File: src/rtl/conv_pkg.sv
// Shared types and helper functions for the sequential convolution engine.
package conv_pkg;

    typedef enum logic [1:0] {
        IDLE,
        MAC,
        EMIT,
        DONE
    } state_t;

    // Full-precision accumulator width for N products of two DW-bit samples
    function automatic int unsigned fw(input int unsigned dw, input int unsigned nn);
        return 2 * dw + $clog2(nn);
    endfunction

    // Output index width: covers n = 0 .. 2N-2
    function automatic int unsigned idx_w(input int unsigned nn);
        return $clog2(2 * nn - 1);
    endfunction

    function automatic int unsigned kmin(input int unsigned n, input int unsigned nn);
        return (n + 1 > nn) ? n + 1 - nn : 0;
    endfunction

    function automatic int unsigned kmax(input int unsigned n, input int unsigned nn);
        return (n < nn - 1) ? n : nn - 1;
    endfunction

endpackage

File: src/rtl/conv_mac.sv
// Single multiply-accumulate stage: FW-bit accumulator with synchronous clear and enable.
module conv_mac #(
    parameter int unsigned DW = 4,
    parameter int unsigned FW = 10
) (
    input  logic          clk,
    input  logic          rst_n,
    input  logic          clr,
    input  logic          en,
    input  logic [DW-1:0] a,
    input  logic [DW-1:0] b,
    output logic [FW-1:0] sum_c
);

    logic [FW-1:0] acc;
    logic [FW-1:0] prod;

    assign prod  = FW'(a) * FW'(b);
    assign sum_c = acc + prod;

    always_ff @(posedge clk) begin
        if (!rst_n) begin
            acc <= '0;
        end else if (clr) begin
            acc <= '0;
        end else if (en) begin
            acc <= sum_c;
        end
    end

endmodule

File: src/rtl/conv_sequencer.sv
// Sequential linear convolution of two N-sample vectors over one shared MAC.
// Optional macro CONV_SAT_EN: saturate (instead of truncate) results wider than OUT_W.
module conv_sequencer
    import conv_pkg::*;
#(
    parameter int unsigned N     = 4,
    parameter int unsigned DW    = 4,
    parameter int unsigned OUT_W = 10
) (
    input  logic                  clk,
    input  logic                  rst_n,
    input  logic                  start,
    input  logic [N*DW-1:0]       x_in,
    input  logic [N*DW-1:0]       h_in,
    output logic                  busy,
    output logic [OUT_W-1:0]      y_out,
    output logic [idx_w(N)-1:0]   y_idx,
    output logic                  y_valid,
    input  logic                  y_ready,
    output logic                  done
);

    localparam int unsigned FW   = fw(DW, N);
    localparam int unsigned IW   = idx_w(N);
    localparam int unsigned KW   = $clog2(N);
    localparam int unsigned LAST = 2 * N - 2;

    state_t           state, state_nxt;
    logic [IW-1:0]    n, n_nxt;
    logic [KW-1:0]    k, k_nxt;
    logic [KW-1:0]    hk;
    logic [DW-1:0]    x_r [N];
    logic [DW-1:0]    h_r [N];
    logic             load_c;
    logic             acc_clr;
    logic             acc_en;
    logic [FW-1:0]    sum_c;
    logic [OUT_W-1:0] y_out_nxt;
    logic [IW-1:0]    y_idx_nxt;

    // Reduce the full-precision accumulator to the output width
    function automatic logic [OUT_W-1:0] reduce(input logic [FW-1:0] a);
`ifdef CONV_SAT_EN
        if ((a >> OUT_W) != '0) begin
            return '1;
        end
`endif
        return OUT_W'(a);
    endfunction

    // h index n-k always lies in 0..N-1 while k is within [kmin(n), kmax(n)]
    assign hk = KW'(n - IW'(k));

    conv_mac #(
        .DW (DW),
        .FW (FW)
    ) u_mac (
        .clk   (clk),
        .rst_n (rst_n),
        .clr   (acc_clr),
        .en    (acc_en),
        .a     (x_r[k]),
        .b     (h_r[hk]),
        .sum_c (sum_c)
    );

    always_comb begin
        state_nxt = state;
        n_nxt     = n;
        k_nxt     = k;
        load_c    = 1'b0;
        acc_clr   = 1'b0;
        acc_en    = 1'b0;
        y_out_nxt = y_out;
        y_idx_nxt = y_idx;
        case (state)
            IDLE: begin
                if (start) begin
                    load_c    = 1'b1;
                    n_nxt     = '0;
                    k_nxt     = KW'(kmin(0, N));
                    acc_clr   = 1'b1;
                    state_nxt = MAC;
                end
            end
            MAC: begin
                acc_en = 1'b1;
                if (k == KW'(kmax(32'(n), N))) begin
                    // Sample is latched from the final sum so it appears with EMIT
                    y_out_nxt = reduce(sum_c);
                    y_idx_nxt = n;
                    state_nxt = EMIT;
                end else begin
                    k_nxt = k + KW'(1);
                end
            end
            EMIT: begin
                if (y_ready) begin
                    if (n == IW'(LAST)) begin
                        state_nxt = DONE;
                    end else begin
                        n_nxt     = n + IW'(1);
                        k_nxt     = KW'(kmin(32'(n) + 1, N));
                        acc_clr   = 1'b1;
                        state_nxt = MAC;
                    end
                end
            end
            DONE: begin
                state_nxt = IDLE;
            end
            default: begin
                state_nxt = IDLE;
            end
        endcase
    end

    always_ff @(posedge clk) begin
        if (!rst_n) begin
            state   <= IDLE;
            n       <= '0;
            k       <= '0;
            busy    <= 1'b0;
            y_valid <= 1'b0;
            done    <= 1'b0;
            y_out   <= '0;
            y_idx   <= '0;
        end else begin
            state   <= state_nxt;
            n       <= n_nxt;
            k       <= k_nxt;
            busy    <= (state_nxt != IDLE);
            y_valid <= (state_nxt == EMIT);
            done    <= (state_nxt == DONE);
            y_out   <= y_out_nxt;
            y_idx   <= y_idx_nxt;
        end
    end

    // Operand capture; contents only matter once a run has started
    always_ff @(posedge clk) begin
        if (load_c) begin
            for (int i = 0; i < N; i++) begin
                x_r[i] <= x_in[i*DW +: DW];
                h_r[i] <= h_in[i*DW +: DW];
            end
        end
    end

endmodule
File: config.mk
export PLATFORM = sky130hd
export DESIGN_NAME = conv_sequencer
export DESIGN_NICKNAME = d
export VERILOG_FILES = /design/src/rtl/conv_pkg.sv /design/src/rtl/conv_mac.sv /design/src/rtl/conv_sequencer.sv
export SDC_FILE = /design/constraint.sdc
export NUM_CORES = 1
export LEC_CHECK = 0
export BUFFER_PORTS_ARGS = -buffer_cell sky130_fd_sc_hd__buf_2
export CORE_UTILIZATION = 55
export CTS_CLUSTER_SIZE = 20
export DETAILED_ROUTE_END_ITERATION = 8
export PLACE_DENSITY = 0.77
export SKIP_CTS_REPAIR_TIMING = 1
export SYNTH_ARGS = -nofsm -noshare
export SYNTH_HDL_FRONTEND = slang
export SYNTH_SLANG_ARGS = --single-unit
File: constraint.sdc
create_clock -name clk -period 10.7 [get_ports clk]
set_input_delay 0.535 -clock clk [delete_from_list [all_inputs] [get_ports clk]]
set_output_delay 0.535 -clock clk [all_outputs]
set_load 0.005 [all_outputs]
; ---- After elaboration in Yosys (flattened, before gate mapping)
; Memories as Yosys holds them, arrays and structs flattened. A register that Yosys moved wholly into a read port is not among the register bits.
; Cells that the tools add are included.
[op_classes]
addsub = 7
n_mul = 1
n_lt_le_gt_ge = 2
n_eq_ne = 11
n_mux = 26
bitwise = 1
n_reduce_logical = 8
[ops]
columns = cell, count
row1 = 2-bit 2-to-1 mux, 12
row2 = 10-bit by 8-bit adder with 10-bit output, 1
row3 = 3-bit 2-to-1 mux, 3
row4 = 2-bit == test (second input constant), 4
row5 = 4-bit by 4-bit multiplier with 8-bit output, 1
row6 = 2-bit inequality test (second input constant), 4
row7 = 2-bit case mux with 4 select lines, 1
row8 = 1-bit 2-to-1 mux, 7
row9 = 2-bit case mux with 3 select lines, 1
row10 = 3-bit case mux with 2 select lines, 1
row11 = 4-bit by 1-bit adder with 5-bit output (second input constant), 1
row12 = 5-bit by 3-bit > comparator with 1-bit output (second input constant), 1
row13 = 5-bit AND reduction, 1
row14 = 3-bit by 1-bit adder with 4-bit output (second input constant), 1
row15 = 4-bit AND reduction, 1
row16 = 2-bit nonzero test, 2
row17 = 3-bit by 1-bit adder with 3-bit output (second input constant), 1
row18 = 3-bit == test (second input constant), 1
row19 = 3-bit by 2-bit < comparator with 1-bit output (second input constant), 1
row20 = 3-bit nonzero test, 1
row21 = 2-bit by 1-bit adder with 2-bit output (second input constant), 1
row22 = 2-bit by 1-bit == test with 1-bit output (second input constant), 1
row23 = 2-bit == test, 1
row24 = 2-bit logical NOT, 1
row25 = other kinds (6), 6
[totals]
register_bits = 33
ramBits = 32
input_bits = 36
output_inout_bits = 16
wordCells = 67
mem_count = 2
[mem_list]
columns = memory, words, width, read_ports, rd_ports_with_merged_regs, write_ports, line_no
row1 = h_r, 4, 4, 1, 0, 4, conv_sequencer.sv:33  ; logic [DW-1:0] h_r [N];
row2 = x_r, 4, 4, 1, 1, 4, conv_sequencer.sv:32  ; logic [DW-1:0] x_r [N];

; ---- Longest topological paths before layout
; Gate-level depths: netlist of run 1.
[depth]
ltp_word = 9
mapped_depth = 18
ltp_nobuf = 17

; ---- Hierarchy
; A second synthesis of run 1 with hierarchy kept.
[hier_totals]
cells_unflattened = 320
hier_area_um2 = 3595.9
[by_module_without_submodules]
columns = module, instances, cells_per_inst, area_each_um2, seq_area_each_um2
row1 = conv_sequencer, 1, 168, 2348.5, 1461.4
row2 = conv_mac, 1, 152, 1247.4, 200.2

; ---- Worst setup path after synthesis of run 1
; No wires, ideal clock.
[synth_timing]
path_type = flip-flop to flip-flop
start = reg n[0]
end = reg y_out[9]
arrival_time_ps = 4353
required_time_ps = 10621
slack_ps = 6268
path_stages_with_launch = 16
n_path_buf = 0
period_less_slack_ps = 4432
path_cell_list = dfxtp_1 -> inv_1 -> ha_1 -> xnor2_1 -> xnor2_1 -> mux4_2 -> nand2_1 -> fa_1 -> fa_1 -> fa_1 -> inv_1 -> ha_1 -> a211oi_1 -> or3_1 -> a2111o_1 -> o211ai_1
[synth_between]
elab_chain_len = 4
elab_cells_between_ends = 8
classes_between = add/sub (2) / mul (1) / order compare (1) / eq/ne (1) / mux (1) / reduce/logical (1) / memory (1)
[synth_lines]
columns = element, line_no
row1 = "start, declared", conv_sequencer.sv:29  ; logic [IW-1:0] n, n_nxt;
row2 = "start signal, assigned", conv_sequencer.sv:130  ; n <= n_nxt;
row3 = 2-bit subtractor or 3-bit by 2-bit < comparator with 1-bit output (tied branches), "conv_sequencer.sv:52, conv_pkg.sv:26"
row4 = memory read 4 x 4 bit or 2-bit 2-to-1 mux (tied branches), n/a
row5 = 4-bit by 4-bit multiplier with 8-bit output or 2-bit == test (tied branches), "conv_mac.sv:18, conv_sequencer.sv:88"
row6 = 10-bit by 8-bit adder with 10-bit output or 2-bit AND reduction (tied branches), n/a
row7 = "end signal, assigned", conv_sequencer.sv:135  ; y_out <= y_out_nxt;
row8 = "end, declared", conv_sequencer.sv:16  ; output logic [OUT_W-1:0] y_out,
; Several ways; a longest one is shown, not always the timed one.
; A chain may end at the register's enable or synchronous reset.

; ---- Worst setup path after layout of run 1
; Same ends and word-level chain as after synthesis.

==> results.py, run 1 <==
metrics = {
    "status": {
        "outcome": "finished, final reports clean",
    },
    "routing": {
        "wire_per_inst_um": 15.41,
        "drt_pre_antenna_iters": 5,
        "first_iter_violations": 137,
        "vias_per_cell": 5.648,
        "drc_errors": 0,
        "drt_wl_total_um": 7229,
        "ant_nets": 0,
        "vias": 2649,
    },
    "global_routing": {
        "grt_pass1_vias": 2554,
        "grt_first_pass_wirelength_um": 11930,
        "antenna_found_initial": 0,
        "track_usage_pct": 22.10,
        "grt_max_degree": 38,
        "overflow": 0,
    },
    "layout": {
        "final_area_sq_um": 4149,
        "num_antenna_cells": 0,
        "syn_to_final_growth_pct": 14.38,
        "fillerInstances": 503,
        "final_net_count": 460,
        "drive_gt1_share_pct": 21.17,
    },
    "worst_setup_path": {
        "cp_common_cell": "fa_1",
        "crit_cells": 15,
        "path_class": "register to register",
        "cp.arrival_ns": 5.00,
        "cp.required_ns": 10.96,
        "crit_buf_inv": 2,
        "critPathMaxFanout": 7,
        "cpPeakStageDelay_ns": 0.52,
        "r2r_start": "n[0]",
        "start_kind": "register",
        "ff2ff_path_depth": 15,
        "critPathCapture": "y_out[9]",
        "r2r_slack_ns": 5.96,
        "worstSetupEndpointType": "register",
        "r2r_end": "y_out[9]",
        "path_delay_family": "adder cells",
        "cp_slowest_cell": "fa_1",
        "critPathLaunch": "n[0]",
        "worstPathCellList": "inv_1 > ha_1 > xnor2_1 > xnor2_1 > mux4_2 > nand2_1 > fa_1 > fa_1 > fa_1 > inv_1 > ha_1 > a211oi_1 > or3_1 > a2111o_1 > o211ai_1",
    },
    "clock_tree": {
        "cts_max_level": 3,
        "cts_sinks": 67,
        "cts_tree": "done",
        "cts_buffer_depth": 2,
        "cts-buffers-inserted": 9,
        "cts.clk_slew.worst_paths_ns": 0.08,
        "clk_latency_ns": 0.34,
        "root_buffer": "clkbuf_8",
    },
    "synth": {
        "async_flop_share_pct": 0,
        "ys_warn_count": 0,
        "ys.flop_type": "dfxtp_1",
        "ys_ff_latch": 67,
        "synth.avg_cell_area_sq_um": 10.86,
        "synthesis.instances": 334,
        "syn_area_sq_um": 3627,
        "synth_top_area_cell": "edfxtp_1",
        "synth_most_common_cell": "dfxtp_1",
        "synthDistinctLibCells": 50,
        "synth_edf_count": 32,
        "yosysTopAreaCellShare_pct": 26.49,
        "ys_seq_area_share_pct": 45.81,
        "syn_nets": 407,
        "synth_area_leaders": "edfxtp_1 26%, dfxtp_1 19%, ha_1 9.7%",
        "yosys-top-cells-count": "35 x dfxtp_1, 32 x edfxtp_1, 31 x inv_1",
    },
    "power": {
        "p_clk_share_pct": 19.9,
        "power_mw": 1.091,
        "p_leak_nw": 1.703,
        "pwr-share-comb_pct": 47.5,
        "powerDensity_nw_per_um2": 262.9,
        "p_seq_share_pct": 32.6,
        "p_int_uw": 651.1,
        "p_switching_uw": 439.5,
        "switching_share_pct": 40.30,
        "vdd_drop_max_v": 0.0001469,
    },
    "timing": {
        "finClkSkew_ns": 0.009150,
        "finalSetupTns_ns": 0,
        "setup_viol": 0,
        "slew_headroom_pct": 39.61,
        "fin_crit_sh_pct": 44.31,
        "rsz0062_at_grt": "no",
        "max_freq_ghz": 0.2109,
        "finalHoldViolCount": 0,
        "layout_min_cycle_time_ns": 4.741,
        "tightest_slew_ns": 0.8997,
        "drv_slew": 0,
    },
    "min_path": {
        "min_path_cells": 1,
        "hp-class": "input port to register",
    },
    "floorplanning": {
        "die-area_sq_um": 6924,
        "coreArea_sq_um": 6350,
        "die_w_um": 83.21,
        "io_pins": 52,
        "rows": 29,
        "fp.dieH_um": 83.21,
        "start_util_pct": 57.12,
    },
    "placed_design": {
        "place_area_sq_um": 3944,
        "place_hpwl_um": 5219,
        "routabilityCongestion": 0.8834,
        "io_buffers": 51,
    },
    "job": {
        "cap_violations": 0,
    },
}
[routing by layer]
layer | vias to the layer above | global-route usage [%] | wire length [um]
met1 | 1260 | 28.69 | 3124
met4 | 0 | 9.875 | 106
li1 | 1308 | - | -
met3 | 10 | 4.473 | 337
met2 | 71 | 35.84 | 3660
met5 | - | 0 | 0
[worst register-to-register path, delay by kind of cell, from the launching register on]
family | cells | cell delay [ns]
flops | 1 | 0.43
mux | 1 | 0.41
xor+xnor | 2 | 0.47
compound gates | 3 | 0.64
buf+inv | 2 | 0.15
fa+ha+maj | 5 | 2.05
simple gates | 2 | 0.51
[placed cells by master, fill, tap and decap left out, drive strengths merged, types with 5 or more instances in the layout]
| cell type | n |
|---|---|
| o21ai | 10 |
| ha | 28 |
| edfxtp | 32 |
| fa | 9 |
| and2 | 13 |
| mux2i | 5 |
| a21oi | 17 |
| clkbuf | 9 |
| nand3 | 15 |
| dfxtp | 35 |
| buf | 53 |
| mux4 | 8 |
| nor2 | 14 |
| nand2 | 30 |
| a211o | 5 |
| a211oi | 6 |
| o31ai | 5 |
| nand2b | 10 |
| inv | 35 |
[how the worst min path moves through the flow]
stage                      start            to
floorplan           u_mac.acc[4]  u_mac.acc[4]
global placement        y_idx[0]      y_idx[0]
detailed placement      y_out[2]      y_out[2]
CTS                      x_in[3]     x_r[0][3]
global route             x_in[3]     x_r[0][3]
finish                   h_in[5]     h_r[1][1]
[layout make-up]
cell class / count / area [sq um] / area share (%)
clock inverter: 7 / 81.33 / 1.960
tap: 77 / 96.34 / 2.322
clock buffer: 9 / 123.9 / 2.986
sequential: 67 / 1662 / 40.05
timing repair buffer: 53 / 270.3 / 6.514
multi-input combinational: 224 / 1795 / 43.27
inverter: 32 / 120.1 / 2.895
[cell families after synthesis]
group,count (synthesis),share of synthesized area [%]
AND/OR/NAND/NOR,103,14.63
flip-flops,67,45.81
AO/OA/AOI/OAI,66,12.63
buffers and inverters,43,4.691
adder cells (fa/ha/maj),37,14.63
multiplexers,14,6.657
XOR/XNOR,4,0.9658
[state kept, by name, summed over array words and instances (netlist names), named ones only]
name	count
u_mac.acc	10
done	1
x_r	16
busy	1
k	2
n	3
h_r	16
state	2
y_out	10
y_idx	3
y_valid	1
[power by group through the flow]
stage | sequential (mW) | combinational [mW] | clock, mW
finish | 0.356 | 0.518 | 0.217
global route | 0.361 | 0.589 | 0.233
CTS | 0.357 | 0.520 | 0.222
detailed placement | 0.362 | 0.513 | 0
global placement | 0.360 | 0.499 | 0
floorplan | 0.359 | 0.390 | 0
[metrics by stage]
| stage | std cells | hold slack (ns) | setup WS [ns] | util, % |
|---|---|---|---|---|
| 5_1_grt | 469 | 0.3330 | 5.715 | 65.34 |
| 2_1_floorplan | 334 | 0.4453 | 6.268 | - |
| 4_1_cts | 469 | 0.3431 | 5.925 | 65.34 |
| 3_3_place_gp | 453 | 0.4403 | 6.099 | 62.11 |
| 6_report | 469 | 0.3592 | 5.959 | 65.34 |
| 3_5_place_dp | 453 | 0.4440 | 5.961 | 62.11 |
(Power assumes the default switching activity.)
==> run 2, diff against run 1 <==
- ABC_AREA: default -> 1
- CORE_UTILIZATION: 55 -> 52
- PLACE_DENSITY: 0.77 -> 0.76
- clock period: 10.7 -> 4.3 ns (I/O delays scaled with it)
==> results.py, run 2 <==
metrics = {
    "status": {
        "outcome": "finished, final reports clean",
    },
    "placed_design": {
        "io_buffers": 51,
        "place_hpwl_um": 5200,
        "routabilityCongestion": 0.9143,
    },
    "global_routing": {
        "overflow": 0,
        "track_usage_pct": 20.95,
        "grt_first_pass_wirelength_um": 11670,
        "antenna_found_initial": 0,
        "grt_pass1_vias": 2725,
        "grt_max_degree": 33,
    },
    "worst_setup_path": {
        "cp.required_ns": 4.57,
        "start_kind": "register",
        "cp.arrival_ns": 4.23,
        "cp_slowest_cell": "fa_1",
        "critPathMaxFanout": 6,
        "ff2ff_path_depth": 18,
        "worstSetupEndpointType": "register",
        "r2r_start": "n[1]",
        "critPathLaunch": "n[1]",
        "cp_common_cell": "nand2_1",
        "worstPathCellList": "xnor2_1 > xor2_4 > inv_2 > nand2_1 > nand3b_1 > fa_1 > fa_1 > fa_1 > inv_1 > ha_1 > nand3_1 > nand3_1 > nand2_1 > nand2_1 > nand2_1 > nand3_1 > nand2_1 > inv_1",
        "cpPeakStageDelay_ns": 0.52,
        "path_class": "register to register",
    },
    "timing": {
        "finalHoldViolCount": 0,
        "tightest_slew_ns": 1.140,
        "finClkSkew_ns": 0.01150,
        "slew_headroom_pct": 23.94,
        "setup_viol": 0,
        "rsz0062_at_grt": "no",
        "drv_slew": 0,
        "finalSetupTns_ns": 0,
        "layout_min_cycle_time_ns": 3.966,
        "fin_crit_sh_pct": 92.23,
        "max_freq_ghz": 0.2522,
    },
    "synth": {
        "ys_warn_count": 0,
        "synth_area_leaders": "edfxtp_1 27%, dfxtp_1 19%, ha_1 9.7%",
        "synthDistinctLibCells": 36,
        "yosysTopAreaCellShare_pct": 26.55,
        "synthesis.instances": 407,
        "ys.flop_type": "dfxtp_1",
        "syn_nets": 480,
        "synth.avg_cell_area_sq_um": 8.894,
        "synth_edf_count": 32,
        "yosys-top-cells-count": "87 x nand2_1, 68 x inv_1, 35 x dfxtp_1",
        "ys_ff_latch": 67,
        "ys_seq_area_share_pct": 45.90,
        "synth_top_area_cell": "edfxtp_1",
        "syn_area_sq_um": 3620,
        "async_flop_share_pct": 0,
        "synth_most_common_cell": "nand2_1",
    },
    "layout": {
        "num_antenna_cells": 0,
        "multiInputGateArea_sq_um": 1670,
        "final_net_count": 534,
        "fillerInstances": 572,
        "post-route-util_pct": 61.87,
        "final_common_cell": "nand2_1",
        "mostFrequentLayoutCells": "87 x nand2_1, 68 x inv_1, 51 x buf_2, 34 x dfxtp_1, 32 x edfxtp_1",
        "top_regs": "h_r (16), x_r (16)",
        "drive_gt1_share_pct": 16.95,
        "syn_to_final_growth_pct": 15.49,
        "ff_latch_area_sq_um": 1663,
    },
    "clock_tree": {
        "cts_sinks": 67,
        "cts_buffer_depth": 2,
        "cts.clk_slew.worst_paths_ns": 0.08,
        "clk_latency_ns": 0.36,
        "root_buffer": "clkbuf_8",
        "cts_max_level": 3,
        "cts_tree": "done",
        "cts-buffers-inserted": 9,
    },
    "routing": {
        "vias": 2782,
        "vias_per_cell": 5.095,
        "ant_nets": 0,
        "drc_errors": 0,
        "drt_pre_antenna_iters": 4,
        "first_iter_violations": 120,
        "wire_per_inst_um": 13.02,
        "drt_wl_total_um": 7109,
    },
    "min_path": {
        "min_path_cells": 1,
        "hp-class": "input port to register",
        "hold_start": "x_in[11]",
    },
    "job": {
        "cap_violations": 0,
    },
    "floorplanning": {
        "rows": 30,
        "die-area_sq_um": 7298,
        "die_w_um": 85.43,
        "io_pins": 52,
        "start_util_pct": 53.57,
        "coreArea_sq_um": 6756,
        "fp.dieH_um": 85.43,
    },
}
==> run 2: kinds of logic after synthesis <==
family	after synthesis	share of synthesized area, %
AOI/OAI and AO/OA	51	8.020
xor gates and xnor gates	6	1.659
adders and majority gates	37	14.66
buffers and inverters	79	8.607
DFF	67	45.90
muxes	8	2.212
and+or+nand+nor	159	18.94
==> run 2: metrics by stage <==
| stage | hold WS [ns] | std cells | worst slack (ns) | area (sq um) |
|---|---|---|---|---|
| after CTS | 0.01714 | 546 | 0.09298 | 4155 |
| after global placement | 0.3911 | 530 | 0.2526 | 3930 |
| after floorplan | 0.3139 | 407 | 0.4780 | 3620 |
| final | 0.02721 | 546 | 0.3342 | 4180 |
| after detailed placement | 0.3931 | 530 | 0.1060 | 3930 |
| after global routing | 0.01525 | 546 | 0.02314 | 4180 |
==> run 2: worst paths after layout <==
kind / slack [ns] / endpoint
max: 0.33 / u_mac.acc[8]
min: 0.03 / x_r[2][3]
max reg2reg: 0.33 / u_mac.acc[8]
min reg2reg: 0.47 / y_out[2]
==> run 2: critical path: cells and delay by family, from the launching register on <==
kind | cells | cell delay (ns)
XOR/XNOR | 2 | 0.60
adder cells (fa/ha/maj) | 4 | 1.88
buffers and inverters | 3 | 0.17
flip-flops | 1 | 0.38
AND/OR/NAND/NOR | 9 | 0.85
==> run 2: cell type report <==
class	count	area share, %
Clock buffer	9	2.963
Clock inverter	7	2.424
Inverter	71	6.375
Multi-Input combinational cell	261	39.96
Sequential cell	67	39.78
Tap cell	80	2.394
Timing Repair Buffer	51	6.106
==> run 2: metal layers <==
layer | GRT usage, % | vias to the layer above | part of all wire (%)
met2 | 37.16 | 67 | 51
li1 | - | 1421 | -
met5 | 0 | - | 0
met3 | 5.253 | 16 | 3.9
met4 | 9.394 | 0 | 1.9
met1 | 23.74 | 1278 | 43
Power of run 2 is left out: the tool's default activity adds up to more than one toggle a clock period on the data nets, which glitch-free logic cannot reach.
==> run 3, diff against run 2 <==
- CELL_PAD_IN_SITES_DETAIL_PLACEMENT: default -> 0
- CELL_PAD_IN_SITES_GLOBAL_PLACEMENT: default -> 1
- CORE_UTILIZATION: 52 -> 39
- PLACE_DENSITY: 0.76 -> default
- PLACE_DENSITY_LB_ADDON: default -> 0.1
==> results.py, run 3 (synthesis gave the netlist of run 2 again) <==
metrics = {
    "clock_tree": {
        "cts_sinks": 67,
        "cts.clk_slew.worst_paths_ns": 0.09,
        "cts_max_level": 3,
        "cts_buffer_depth": 2,
        "cts-buffers-inserted": 9,
        "clk_latency_ns": 0.35,
        "root_buffer": "clkbuf_8",
        "cts_tree": "done",
    },
    "worst_setup_path": {
        "cp.required_ns": 4.54,
        "path_class": "register to register",
        "cpPeakStageDelay_ns": 0.53,
        "r2r_slack_ns": 0.25,
        "start_kind": "register",
        "cp_slowest_cell": "fa_1",
        "worstPathCellList": "xnor2_1 > xor2_4 > inv_2 > nand2_1 > nand3b_1 > fa_1 > fa_1 > fa_1 > inv_1 > ha_1 > nand3_1 > nand3_1 > nand3_1 > nand2_1 > nand2_1 > nand3_1 > nand2_1 > inv_1",
        "worstSetupEndpointType": "register",
        "cp.arrival_ns": 4.29,
        "critPathMaxFanout": 5,
        "path_delay_family": "adder cells",
        "crit_buf_inv": 3,
    },
    "global_routing": {
        "grt_max_degree": 33,
        "grt_first_pass_wirelength_um": 12980,
        "track_usage_pct": 17.18,
        "grt_pass1_vias": 2713,
        "overflow": 0,
        "antenna_found_initial": 0,
    },
    "routing": {
        "wire_per_inst_um": 13.21,
        "drt_pre_antenna_iters": 6,
        "vias": 2682,
        "drt_wl_total_um": 7620,
        "drc_errors": 0,
        "vias_per_cell": 4.648,
        "first_iter_violations": 76,
        "ant_nets": 0,
    },
    "floorplanning": {
        "coreArea_sq_um": 8848,
        "rows": 34,
        "die-area_sq_um": 9671,
        "io_pins": 52,
        "fp.dieH_um": 98.34,
        "die_w_um": 98.34,
        "start_util_pct": 40.91,
    },
    "timing": {
        "tightest_slew_ns": 1.166,
        "finalHoldViolCount": 0,
        "setup_viol": 0,
        "fin_crit_sh_pct": 94.16,
        "finClkSkew_ns": 0.01275,
        "rsz0062_at_grt": "no",
        "finalSetupTns_ns": 0,
        "slew_headroom_pct": 22.21,
        "drv_slew": 0,
        "layout_min_cycle_time_ns": 4.049,
        "max_freq_ghz": 0.2470,
    },
    "min_path": {
        "hp-class": "input port to register",
    },
    "layout": {
        "num_antenna_cells": 0,
        "fillerInstances": 867,
        "final_common_cell": "nand2_1",
        "drive_gt1_share_pct": 17.70,
        "mostFrequentLayoutCells": "87 x nand2_1, 68 x inv_1, 51 x buf_2, 33 x dfxtp_1, 32 x edfxtp_1",
        "syn_to_final_growth_pct": 16.52,
        "final_net_count": 537,
        "top_regs": "h_r (16), x_r (16)",
    },
    "placed_design": {
        "routabilityCongestion": 0.8400,
        "io_buffers": 51,
        "place_hpwl_um": 5801,
    },
    "job": {
        "cap_violations": 0,
    },
    "status": {
        "outcome": "finished, final reports clean",
    },
}
## run 3: cell count changes in the layout (fill, tap and decap cells not counted)
cell / previous run / this run
inv_6: 1 / 4
buf_4: 0 / 3
dfxtp_2: 1 / 2
dfxtp_1: 34 / 33
o21ai_1: 0 / 1
o21ai_0: 10 / 9
bufinv_16: 2 / 1
clkinv_4: 2 / 0
## run 3: cell type report
cell class | count | area (sq um) | share of cell area (%)
multi-input combinational | 261 | 1670 | 39.60
inverter | 71 | 266.5 | 6.319
tap | 108 | 135.1 | 3.204
clock inverter | 7 | 80.08 | 1.899
timing repair buffer | 54 | 277.8 | 6.586
sequential | 67 | 1664 | 39.45
clock buffer | 9 | 123.9 | 2.937
## run 3: worst paths after layout
path / start / endpoint / cells after the start
min: x_in[6] / x_r[1][2] / 1
max: k[1] / y_out[6] / 18
max reg2reg: k[1] / y_out[6] / 18
min reg2reg: u_mac.acc[0] / u_mac.acc[0] / 2
## run 3: metal layers
| metal | routed length [um] | track usage (%) | part of all wire, % | vias to the layer above |
|---|---|---|---|---|
| li1 | - | - | - | 1427 |
| met1 | 3885 | 23.95 | 51 | 1215 |
| met2 | 3441 | 27.09 | 45 | 33 |
| met3 | 211 | 3.364 | 2.8 | 7 |
| met4 | 81 | 5.166 | 1.1 | 0 |
| met5 | 0 | 0 | 0 | - |
## run 3: metrics by stage
step	cells	instance area [sq um]	hold WS (ns)	utilization [%]	setup WS (ns)
floorplan	407	3620	0.3139	-	0.4780
global placement	561	3988	0.3919	45.07	0.2174
detailed placement	561	3988	0.3931	45.07	0.07259
CTS	577	4192	0.01707	47.37	0.06056
global route	577	4218	0.01602	47.67	0.007311
finish	577	4218	0.03217	47.67	0.2510
## run 3: worst register-to-register path, stage by stage (launching register included)
cell	delay, ns
dfxtp_1	0.37
xnor2_1	0.41
xor2_4	0.23
inv_2	0.08
nand2_1	0.10
nand3b_1	0.12
fa_1	0.52
fa_1	0.53
fa_1	0.52
inv_1	0.05
ha_1	0.34
nand3_1	0.09
nand3_1	0.13
nand3_1	0.13
nand2_1	0.06
nand2_1	0.07
nand3_1	0.07
nand2_1	0.08
inv_1	0.04
Power of run 3 is left out for the same reason.
